**config.mk**
```make
export PLATFORM = sky130hd
export DESIGN_NAME = skinny_sbox_ghpc_sequencer
export DESIGN_NICKNAME = d
export VERILOG_FILES = /design/src/rtl/skinny_sbox_ghpc_sequencer.sv
export SDC_FILE = /design/constraint.sdc
export NUM_CORES = 1
export LEC_CHECK = 0
export ABC_CLOCK_PERIOD_IN_PS = 2700
export CORE_MARGIN = 3
export CORE_UTILIZATION = 42
export DETAILED_ROUTE_END_ITERATION = 10
export PLACE_DENSITY = 0.74
export SLEW_MARGIN = 5
export SYNTH_ARGS = -nofsm -noshare
export SYNTH_HDL_FRONTEND = slang
export SYNTH_SLANG_ARGS = --single-unit
```
**constraint.sdc**
```tcl
create_clock -name clk -period 2.7 [get_ports clk]
set_clock_uncertainty 0.15 [all_clocks]
set_input_delay 0.405 -clock clk [delete_from_list [all_inputs] [get_ports clk]]
set_output_delay 0.405 -clock clk [all_outputs]
set_load 0.02 [all_outputs]
```
**src/rtl/skinny_sbox_ghpc_sequencer.sv**
```systemverilog
// Sequencer around a gated-clock SKINNY sbox: feeds input shares and fresh randomness,
// tracks the sbox period via Synch and captures the output shares.
module skinny_sbox_ghpc_sequencer #(
    parameter int unsigned LATENCY = 11
) (
    input  logic        clk,
    input  logic        rst,
    input  logic        in_valid,
    output logic        in_ready,
    input  logic [3:0]  in_s0,
    input  logic [3:0]  in_s1,
    input  logic        seed_load,
    input  logic [15:0] seed,
    output logic [3:0]  SI_s0,
    output logic [3:0]  SI_s1,
    output logic [12:0] Fresh,
    input  logic [3:0]  SO_s0,
    input  logic [3:0]  SO_s1,
    input  logic        Synch,
    output logic        out_valid,
    input  logic        out_ready,
    output logic [3:0]  out_s0,
    output logic [3:0]  out_s1,
    output logic        err
);

    localparam logic [5:0]  LastCnt  = 6'(LATENCY - 1);
    localparam logic [15:0] LfsrInit = 16'hACE1;

    typedef enum logic [2:0] {
        StIdle,
        StArm,
        StBusy,
        StCapt,
        StHold,
        StErr
    } state_e;

    state_e      state;
    logic [5:0]  cnt;
    logic [15:0] lfsr;
    logic        lfsr_fb;
    logic        busy_fault;

    assign lfsr_fb    = lfsr[15] ^ lfsr[13] ^ lfsr[12] ^ lfsr[10];
    // Synch must coincide exactly with the last counted cycle of the period.
    assign busy_fault = (Synch != (cnt == LastCnt));
    assign Fresh      = (state == StBusy) ? lfsr[12:0] : 13'h0;

    always_ff @(posedge clk or negedge rst) begin
        if (!rst) begin
            state     <= StIdle;
            cnt       <= 6'd0;
            lfsr      <= LfsrInit;
            SI_s0     <= 4'h0;
            SI_s1     <= 4'h0;
            out_s0    <= 4'h0;
            out_s1    <= 4'h0;
            out_valid <= 1'b0;
            in_ready  <= 1'b0;
            err       <= 1'b0;
        end else begin
            unique case (state)
                StIdle: begin
                    in_ready <= 1'b1;
                    if (seed_load) begin
                        lfsr <= (seed == 16'h0) ? LfsrInit : seed;
                    end
                    if (in_valid && in_ready) begin
                        SI_s0    <= in_s0;
                        SI_s1    <= in_s1;
                        in_ready <= 1'b0;
                        state    <= StArm;
                    end
                end
                StArm: begin
                    if (Synch) begin
                        cnt   <= 6'd0;
                        state <= StBusy;
                    end
                end
                StBusy: begin
                    lfsr <= {lfsr[14:0], lfsr_fb};
                    cnt  <= cnt + 6'd1;
                    if (busy_fault) begin
                        SI_s0     <= 4'h0;
                        SI_s1     <= 4'h0;
                        out_s0    <= 4'h0;
                        out_s1    <= 4'h0;
                        out_valid <= 1'b0;
                        in_ready  <= 1'b0;
                        err       <= 1'b1;
                        state     <= StErr;
                    end else if (Synch) begin
                        state <= StCapt;
                    end
                end
                StCapt: begin
                    out_s0    <= SO_s0;
                    out_s1    <= SO_s1;
                    out_valid <= 1'b1;
                    state     <= StHold;
                end
                StHold: begin
                    if (out_ready) begin
                        out_valid <= 1'b0;
                        SI_s0     <= 4'h0;
                        SI_s1     <= 4'h0;
                        in_ready  <= 1'b1;
                        state     <= StIdle;
                    end
                end
                StErr: begin
                    err <= 1'b1;
                end
                default: begin
                    state <= StErr;
                end
            endcase
        end
    end

endmodule
```
==> impl_metrics.env <==
export IMPL_gp_congestion=0.8233
export IMPL_nNetsFinal=333
export IMPL_avgViaCountPerCell=5.253
export IMPL_synth_async_reset_ratio_pct=100.0
export IMPL_cp_arrival_ps=1990
export IMPL_io_buffer_count=69
export IMPL_relSlewSlack_pct=36.24
export IMPL_dieWidth_um=78.47
export IMPL_setup_violations=0
export IMPL_cts_sinks=44
export IMPL_synthDistinctLibCells=43
export IMPL_synth_top_area_share_pct=40.84
export IMPL_critical_path_class="reg -> out"
export IMPL_outcome="finished clean"
export IMPL_finalHoldViolCount=0
export IMPL_yosysWarnings=0
export IMPL_h_tree_depth=2
export IMPL_final_cells=360
export IMPL_core_area_um2=4911
export IMPL_grt_pass1_wl_um=9349
export IMPL_ant_nets=0
export IMPL_diodes=0
export IMPL_drive_above_1_share_pct=9.556
export IMPL_critPathCaptureType="output port"
export IMPL_ys_top_cells_by_count="dfrtp_1, nand2_1, o21ai_0"
export IMPL_p_per_area_nw_per_um2=1043
export IMPL_syn_nets=266
export IMPL_ys_seq_area_share_pct=50.37
export IMPL_yosysTopAreaCell="dfrtp_1"
export IMPL_vias=1891
export IMPL_crit_chain="nor3b_4 -> buf_4 -> and2_1 -> clkdlybuf4s50_1"
export IMPL_ioPinCount=70
export IMPL_grt_overflow=0
export IMPL_critPathMaxStageDelay_ps=620
export IMPL_synth_edf_count=0
export IMPL_track_usage_pct=19.07
export IMPL_grt_pass1_vias=1949
export IMPL_cts_tree="built"
export IMPL_grt_max_degree=45
export IMPL_synthTopCellsByArea="dfrtp_1, dfstp_2, nand2_1"
export IMPL_place_inst=351
export IMPL_tns_ps=0
export IMPL_start_kind="register"
export IMPL_cp_required_ps=2140
export IMPL_cp_max_fo=12
export IMPL_antenna_found_initial=0
export IMPL_drc=0
export IMPL_critPathSlowestCell="clkdlybuf4s50_1"
export IMPL_area_growth_pct=37.21
export IMPL_start_util_pct=44.92
export IMPL_postSynthAreaPerCell_um2=9.804
export IMPL_drt_initial_drc_count=73
export IMPL_rsz0062_at_grt="false"
export IMPL_fp_dieH_um=78.47
export IMPL_netlist_area_um2=2206
export IMPL_wire_per_inst_um=15.14
export IMPL_hpwl_um=4038
export IMPL_fin_crit_sh_pct=94.11
export IMPL_num_rows=25
export IMPL_root_buffer="clkbuf_8"
export IMPL_path_clk_slew_ps=80
export IMPL_cts_buffer_depth=2
export IMPL_hold_class="in -> async"
export IMPL_clock_latency_ps=290
export IMPL_cts_inserted_buffers=5
export IMPL_routed_wl_um=5449
export IMPL_post_synth_top_count_cell="dfrtp_1"
export IMPL_holdBufCountCts=0
export IMPL_dr_pass1_iters=4
export IMPL_p_leak_nw=1.282
export IMPL_ys_ff_latch=44
export IMPL_final_max_slew_viol_count=0
export IMPL_dieArea_um2=6158
export IMPL_netlist_instances=225
export IMPL_fmax_ghz=0.3935
export IMPL_fin_crit_ps=2541
export IMPL_maxCapViolCount=0
export IMPL_synth_main_ff_cell="dfrtp_1"
export IMPL_worst_pin_slew_ps=956.5
export IMPL_peakVddDrop_uv=510.5
## report_power, final
| part | internal (W) | switching (W) |
|---|---|---|
| Sequential | 0.000978 | 0.000186 |
| Clock | 0.000209 | 0.000215 |
| Combinational | 0.000720 | 0.000849 |
## kinds of logic after synthesis
kind of cell / after synthesis / synth area share (%)
XOR/XNOR: 4 / 1.588
flip-flops: 44 / 50.37
buffers and inverters: 21 / 5.048
AO/OA/AOI/OAI: 62 / 19.40
multiplexers: 2 / 0.9076
adder cells (fa/ha/maj): 3 / 1.702
AND/OR/NAND/NOR: 89 / 20.99
## path summary, 6_finish.rpt
kind | startpoint | endpoint | slack [ps] | cells after the start
worst max-delay path | state[0]$_DFFE_PN0P_ | Fresh[3] | 160 | 4
worst min-delay path | rst | err$_DFFE_PN0P_ | 110 | 1
worst max register to register | cnt[0]$_DFFE_PN0P_ | SI_s1[2]$_DFFE_PN0P_ | 260 | 9
worst min register to register | lfsr[7]$_DFFE_PN1P_ | lfsr[7]$_DFFE_PN1P_ | 330 | 2
max in group asynchronous | rst | lfsr[1]$_DFFE_PN0P_ | 1700 | 1
min in group clk | lfsr[7]$_DFFE_PN1P_ | lfsr[7]$_DFFE_PN1P_ | 330 | 2
## registers in the layout, summed over array words and instances, names as in the netlist
| name | cells |
|---|---|
| SI_s1 | 4 |
| lfsr | 16 |
| SI_s0 | 4 |
| in_ready | 1 |
| state | 3 |
| out_s0 | 4 |
| out_s1 | 4 |
| out_valid | 1 |
| err | 1 |
| cnt | 6 |
## placed cells by master, fill, tap and decap left out, drive strengths merged, types with 10 or more instances in the layout
master	instances
dfrtp	36
nor2	16
nand2	31
o21ai	19
and2	13
a21oi	11
clkdlybuf4s50	68
o31ai	10
## per-stage QoR
| stage | utilization [%] | cell area (um^2) | hold WS, ps | total power (W) | worst slack, ps |
|---|---|---|---|---|---|
| after floorplan | - | 2206 | -40.59 | 0.002204 | 379.3 |
| after global placement | 59.62 | 2928 | 308.4 | 0.002692 | 275.7 |
| after detailed placement | 59.62 | 2928 | 313.7 | 0.002738 | 237.7 |
| after CTS | 61.45 | 3018 | 149.0 | 0.003165 | 62.85 |
| after global routing | 61.63 | 3027 | 173.2 | 0.003412 | 53.31 |
| final | 61.63 | 3027 | 109.7 | 0.003157 | 158.9 |
## timing repair
action | 4_1_cts | 5_1_grt
gates resized for setup | 0 | 1
endpoints found under the setup margin | 0 | 9
buffers inserted | 0 | 1
endpoints found under the hold margin | 0 | 0
## layout make-up
type,count,area [um^2]
well taps,67,83.83
inverters,5,18.77
multi-input cells,160,984.7
flip-flops and latches,44,1111
clock buffers,8,90.09
fillers,422,1884
repair buffers,76,738.2
## layer usage
metal | track usage [%] | vias up | routed length, um
li1 | - | 933 | -
met1 | 25.71 | 901 | 2592
met2 | 30.57 | 50 | 2582
met3 | 4.128 | 7 | 216
met4 | 6.119 | 0 | 57
met5 | 0 | - | 0
## worst max-delay path: cells and delay by family (launching register included)
family / cells / cell delay, ps
buf+inv: 2 / 840
flops: 1 / 410
simple gates: 2 / 440
No activity file was read; power rests on OpenSTA's default activity.
